===== config.mk =====
export PLATFORM = sky130hd
export DESIGN_NAME = aurora_lane_recovery_ctrl
export DESIGN_NICKNAME = d
export VERILOG_FILES = /design/src/rtl/aurora_lane_recovery_ctrl.sv
export SDC_FILE = /design/constraint.sdc
export NUM_CORES = 1
export LEC_CHECK = 0
export CELL_PAD_IN_SITES_DETAIL_PLACEMENT = 0
export CELL_PAD_IN_SITES_GLOBAL_PLACEMENT = 1
export CORE_ASPECT_RATIO = 0.8
export CORE_UTILIZATION = 34
export DETAILED_ROUTE_END_ITERATION = 7
export PLACE_DENSITY_LB_ADDON = 0.1
export SYNTH_ARGS = -nofsm -noshare
export SYNTH_HDL_FRONTEND = slang
export SYNTH_SLANG_ARGS = --single-unit

===== constraint.sdc =====
create_clock -name clk_rx_i -period 2.1 [get_ports clk_rx_i]
set_input_delay 0.315 -clock clk_rx_i [delete_from_list [all_inputs] [get_ports clk_rx_i]]
set_output_delay 0.315 -clock clk_rx_i [all_outputs]
set_load 0.02 [all_outputs]

===== src/rtl/aurora_lane_recovery_ctrl.sv =====
// Per-lane block-lock supervisor: checks sync headers, sequences gearbox slips
// to find alignment, escalates to a lane reset, and tracks drops and outage length.
module aurora_lane_recovery_ctrl #(
    parameter int LOCK_CNT   = 64,
    parameter int ERR_WINDOW = 1024,
    parameter int ERR_THRESH = 16,
    parameter int SLIP_WAIT  = 32,
    parameter int MAX_SLIPS  = 66,
    parameter int RST_CYCLES = 16
) (
    input  logic        clk_rx_i,
    input  logic        rst_n_i,
    input  logic        enable_i,
    input  logic        rx_valid_i,
    input  logic [1:0]  rx_header_i,
    output logic        lane_rst_o,
    output logic        gbox_slip_o,
    output logic        locked_o,
    output logic [15:0] drop_cnt_o,
    output logic [15:0] last_outage_o,
    output logic [2:0]  state_o
);
    localparam logic [2:0] IDLE   = 3'd0;
    localparam logic [2:0] LRST   = 3'd1;
    localparam logic [2:0] HUNT   = 3'd2;
    localparam logic [2:0] SLIPW  = 3'd3;
    localparam logic [2:0] LOCKED = 3'd4;

    localparam int RW = $clog2(RST_CYCLES) + 1;
    localparam int WW = $clog2(SLIP_WAIT) + 1;
    localparam int GW = $clog2(LOCK_CNT) + 1;
    localparam int MW = $clog2(MAX_SLIPS) + 1;
    localparam int BW = $clog2(ERR_WINDOW) + 1;
    localparam int EW = $clog2(ERR_THRESH) + 1;

    localparam logic [RW-1:0] RST_LAST  = RW'(RST_CYCLES - 1);
    localparam logic [WW-1:0] WAIT_LAST = WW'(SLIP_WAIT - 1);
    localparam logic [GW-1:0] GOOD_LAST = GW'(LOCK_CNT - 1);
    localparam logic [MW-1:0] SLIP_LAST = MW'(MAX_SLIPS - 1);
    localparam logic [BW-1:0] BLK_LAST  = BW'(ERR_WINDOW - 1);
    localparam logic [EW-1:0] ERR_LAST  = EW'(ERR_THRESH - 1);

    logic [2:0]    state_reg, state_next;
    logic [RW-1:0] rst_cnt_reg, rst_cnt_next;
    logic [WW-1:0] wait_cnt_reg, wait_cnt_next;
    logic [GW-1:0] good_cnt_reg, good_cnt_next;
    logic [MW-1:0] slip_cnt_reg, slip_cnt_next;
    logic [BW-1:0] blk_cnt_reg, blk_cnt_next;
    logic [EW-1:0] err_cnt_reg, err_cnt_next;
    logic [15:0]   drop_reg, drop_next;
    logic [15:0]   outage_reg, outage_inc, last_outage_reg;
    logic          outage_run_reg;
    logic          lane_rst_reg, slip_reg, locked_reg, slip_pulse;
    logic          hdr_good, hdr_bad, leaving_lock, entering_lock;

    // 01/10 are legal sync headers; 00/11 mean misalignment.
    assign hdr_good = rx_valid_i & (rx_header_i[1] ^ rx_header_i[0]);
    assign hdr_bad  = rx_valid_i & ~(rx_header_i[1] ^ rx_header_i[0]);

    always_comb begin
        state_next    = state_reg;
        rst_cnt_next  = rst_cnt_reg;
        wait_cnt_next = wait_cnt_reg;
        good_cnt_next = good_cnt_reg;
        slip_cnt_next = slip_cnt_reg;
        blk_cnt_next  = blk_cnt_reg;
        err_cnt_next  = err_cnt_reg;
        drop_next     = drop_reg;
        slip_pulse    = 1'b0;
        if (!enable_i) begin
            state_next = IDLE;
        end else begin
            case (state_reg)
                IDLE: begin
                    state_next    = LRST;
                    rst_cnt_next  = '0;
                    good_cnt_next = '0;
                    slip_cnt_next = '0;
                end
                LRST: begin
                    good_cnt_next = '0;
                    slip_cnt_next = '0;
                    if (rst_cnt_reg == RST_LAST) state_next = HUNT;
                    else rst_cnt_next = rst_cnt_reg + 1'b1;
                end
                HUNT: begin
                    // A bad header outranks a lock-completing good one.
                    if (hdr_bad) begin
                        good_cnt_next = '0;
                        if (slip_cnt_reg == SLIP_LAST) begin
                            state_next   = LRST;
                            rst_cnt_next = '0;
                        end else begin
                            slip_pulse    = 1'b1;
                            slip_cnt_next = slip_cnt_reg + 1'b1;
                            wait_cnt_next = '0;
                            state_next    = SLIPW;
                        end
                    end else if (hdr_good) begin
                        if (good_cnt_reg == GOOD_LAST) begin
                            state_next    = LOCKED;
                            good_cnt_next = '0;
                            blk_cnt_next  = '0;
                            err_cnt_next  = '0;
                        end else begin
                            good_cnt_next = good_cnt_reg + 1'b1;
                        end
                    end
                end
                SLIPW: begin
                    if (wait_cnt_reg == WAIT_LAST) state_next = HUNT;
                    else wait_cnt_next = wait_cnt_reg + 1'b1;
                end
                LOCKED: begin
                    if (rx_valid_i) begin
                        if (hdr_bad && err_cnt_reg == ERR_LAST) begin
                            state_next    = HUNT;
                            drop_next     = (drop_reg == 16'hFFFF) ? drop_reg : drop_reg + 16'd1;
                            slip_cnt_next = '0;
                            good_cnt_next = '0;
                            blk_cnt_next  = '0;
                            err_cnt_next  = '0;
                        end else if (blk_cnt_reg == BLK_LAST) begin
                            blk_cnt_next = '0;
                            err_cnt_next = '0;
                        end else begin
                            blk_cnt_next = blk_cnt_reg + 1'b1;
                            err_cnt_next = err_cnt_reg + {{(EW-1){1'b0}}, hdr_bad};
                        end
                    end
                end
                default: state_next = IDLE;
            endcase
        end
    end

    assign leaving_lock  = (state_reg == LOCKED) && (state_next != LOCKED);
    assign entering_lock = (state_reg != LOCKED) && (state_next == LOCKED);
    assign outage_inc    = (outage_reg == 16'hFFFF) ? outage_reg : outage_reg + 16'd1;

    always_ff @(posedge clk_rx_i or negedge rst_n_i) begin
        if (!rst_n_i) begin
            state_reg       <= IDLE;
            rst_cnt_reg     <= '0;
            wait_cnt_reg    <= '0;
            good_cnt_reg    <= '0;
            slip_cnt_reg    <= '0;
            blk_cnt_reg     <= '0;
            err_cnt_reg     <= '0;
            drop_reg        <= '0;
            outage_reg      <= '0;
            outage_run_reg  <= 1'b0;
            last_outage_reg <= '0;
            lane_rst_reg    <= 1'b0;
            slip_reg        <= 1'b0;
            locked_reg      <= 1'b0;
        end else begin
            state_reg    <= state_next;
            rst_cnt_reg  <= rst_cnt_next;
            wait_cnt_reg <= wait_cnt_next;
            good_cnt_reg <= good_cnt_next;
            slip_cnt_reg <= slip_cnt_next;
            blk_cnt_reg  <= blk_cnt_next;
            err_cnt_reg  <= err_cnt_next;
            drop_reg     <= drop_next;
            lane_rst_reg <= (state_next == LRST);
            slip_reg     <= slip_pulse;
            locked_reg   <= (state_next == LOCKED);
            // Timer restarts on any exit from lock; the first lock after reset has no outage.
            if (leaving_lock) begin
                outage_reg     <= '0;
                outage_run_reg <= 1'b1;
            end else begin
                outage_reg <= outage_inc;
            end
            if (entering_lock && outage_run_reg) last_outage_reg <= outage_inc;
        end
    end

    assign lane_rst_o    = lane_rst_reg;
    assign gbox_slip_o   = slip_reg;
    assign locked_o      = locked_reg;
    assign drop_cnt_o    = drop_reg;
    assign last_outage_o = last_outage_reg;
    assign state_o       = state_reg;
endmodule

==> out/qor.txt <==
FFs w/ async S/R, synth -> 1.00
IO Pins -> 44
Worst relative slew slack -> 0.638
Kind of critical path -> register to register
Kind of end point of the critical path -> register
Dominant cell type by area after synthesis -> dfrtp_1
Synthesized flop and latch total -> 97
Status -> finished with violations
Area growth, synth to finish -> 42.5%
CP bufs+invs -> 1
Starting Density -> 0.349
DIE AREA -> 15,200 um^2
Cell Area, Synth -> 4990 um^2
Routed WL -> 12,400 um
WP data required -> 2.34 ns
Worst-Margin Slew -> 0.538 ns
Fillers -> 1,340
Ys flop type -> dfrtp_1
Pre-CTS setup slack -> -0.417 ns
Post-synth EDFFs -> 0
WL/cell -> 15.0 um
Antenna Cells -> 0
Max Fclk -> 0.462 GHz
Cts bufs inserted -> 9
Crit-path cells -> ha_1 > nand4b_1 > or4_4 > or3_4 > clkbuf_16 > nand2_4 > o21ai_2
DRT Pass-1 Iters -> 4
Skew-Pair Late Insertion Delay -> 0.36 ns
Slowest-stage cell, CP -> or4_4
Leakage power -> 3.19 nW
Initial antenna violation count -> 0
Setup TNS -> -0.593 ns
Final core utilization -> 0.498
Grt total ovfl -> 0
Syn Nets -> 519
Slew Viols, Final -> 0
H-tree depth -> 3
Largest cells by area after synthesis -> dfrtp_1 49%, xnor2_1 3.9%, nor2_1 3.8%
Gpl congestion -> 0.794
Slowest stage delay, CP -> 0.53 ns
Critical Path Fanout Max -> 8
Seq/Total Area, Yosys -> 0.486
Total GRT Usage -> 0.175
Die Ht -> 110 um
Die width -> 138 um
CTS max path bufs -> 2
Post-layout minimum cycle time -> 2.16 ns
GRT met2 Usage -> 0.270
Row count -> 39
# DRC -> 0
Top cells by count, synth -> 97 x dfrtp_1, 50 x nor2_1, 47 x nand2_1
Met1 GRT Util -> 0.242
Top-count cell post-synth -> dfrtp_1
Clock Skews -> 0.00616 ns
Critical Path AT -> 2.40 ns
Starting DRT DRC Count -> 191
DP Wirelength -> 8780 um
Worst hold path type -> input port to async pin
Largest net degree at the start of global routing -> 34
Top Family by Delay on Critical Path -> simple AND/OR/NAND/NOR gates
Buffers on Ports -> 43
Root Buffer -> clkbuf_16
Fin. Hold Viols -> 0
Area of the multi-input gates -> 2790 um^2
Number of max-cap violations -> 0
Netlist cell types -> 64
Post-route antenna net violation count -> 0
Vias -> 4,183
Total core area -> 14,300 um^2
Share of the synthesized area in the top cell type -> 0.486
Global-route wire length before repair -> 20,500 um
Syn Inst Count -> 502
Startpoint Class -> register
FF+latch area -> 2430 um^2
Clock transition at the registers of the reported paths -> 0.07 ns
Layout Nets -> 658
Max VDD drop -> 426 uV
Average cell area after synthesis -> 9.95 um^2
TritonCTS clock tree -> yes
Setup slack after layout -> -0.0631 ns
Total power -> 0.00399 W
Fraction of layout cells with a size suffix above 1 -> 0.313
Vias in the first global route -> 4,125
Clock Sinks -> 97
Vias/cell -> 5.04
# setup viols final -> 16
Top Usage Layer GRT -> met2
Pwr dens -> 561 nW/um^2
Met3 Use GR -> 0.0455
RSZ-0062 raised after global routing -> yes
Tcrit/Tclk final -> 1.03
Yosys warnings -> 0
Violated checks -> setup timing
[metrics by stage]
step           hold slack, ns  instance area [um^2]  cells
3_3_place_gp            0.292                  6270    801
2_1_floorplan          0.0194                  5020    502
3_5_place_dp            0.294                  6270    801
4_1_cts                 0.454                  6730    825
5_1_grt                 0.472                  7120    830
6_report                0.441                  7120    830
[worst paths after layout]
path / startpoint / endpoint / depth (start not counted) / slack, ns
worst min-delay path: rst_n_i / drop_cnt_o[15] / 2 / 0.44
worst max register to register: good_cnt_reg[1] / last_outage_o[12] / 7 / -0.06
worst min register to register: outage_run_reg / outage_run_reg / 2 / 0.47
max in group asynchronous: rst_n_i / wait_cnt_reg[4] / 3 / 0.98
min in group clk_rx_i: outage_run_reg / outage_run_reg / 2 / 0.47
worst max-delay path: good_cnt_reg[1] / last_outage_o[12] / 7 / -0.06
[cell usage in the layout (no fill, tap or decap), types with 5 or more instances in the layout]
master / instances
nand2b_1: 6
buf_6: 7
a21oi_1: 15
xor2_1: 12
clkdlybuf4s50_1: 40
nor3_1: 10
nand3_1: 31
inv_1: 18
o21ai_2: 18
ha_1: 10
dfrtp_1: 95
nor2_1: 48
buf_4: 86
o21ai_0: 15
xnor2_1: 22
nand2_4: 14
o21ai_1: 5
and3_1: 8
nand4_1: 10
clkbuf_16: 10
nand2_1: 35
[timing repair]
item,4_1_cts,5_1_grt
endpoints found under the setup margin,31,69
setup buffers,6,5
hold endpoints to repair,30,0
gates resized for setup,16,72
cloned,1,1
pin swaps,9,35
hold buffers,1,0
[report_power, final]
| part | internal, W | total, W | switching [W] |
|---|---|---|---|
| registers | 0.00191 | 0.00195 | 0.0000382 |
| clock network | 0.000945 | 0.00174 | 0.000790 |
| logic | 0.000143 | 0.000307 | 0.000164 |
[routing by layer]
layer | part of all wire | wire length [um]
met1 | 0.49 | 6110
met2 | 0.46 | 5760
met3 | 0.034 | 423
met4 | 0.0096 | 119
met5 | 0 | 0
[kinds of logic after synthesis]
family                   count (synthesis)  share of synthesized area
AND/OR/NAND/NOR                        219                      0.227
AO/OA/AOI/OAI                          100                      0.146
flip-flops                              97                      0.486
XOR/XNOR                                35                     0.0629
buffers and inverters                   32                     0.0331
adder cells (fa/ha/maj)                 11                     0.0276
multiplexers                             8                     0.0170
[final cells by class]
cell class	instances	share of cell area
Multi-Input combinational cell	373	0.392
Sequential cell	97	0.341
Timing Repair Buffer	142	0.182
Tap cell	184	0.0324
Clock buffer	9	0.0317
Clock inverter	7	0.0118
Inverter	18	0.00950
No activity file was read; power rests on OpenSTA's default activity.
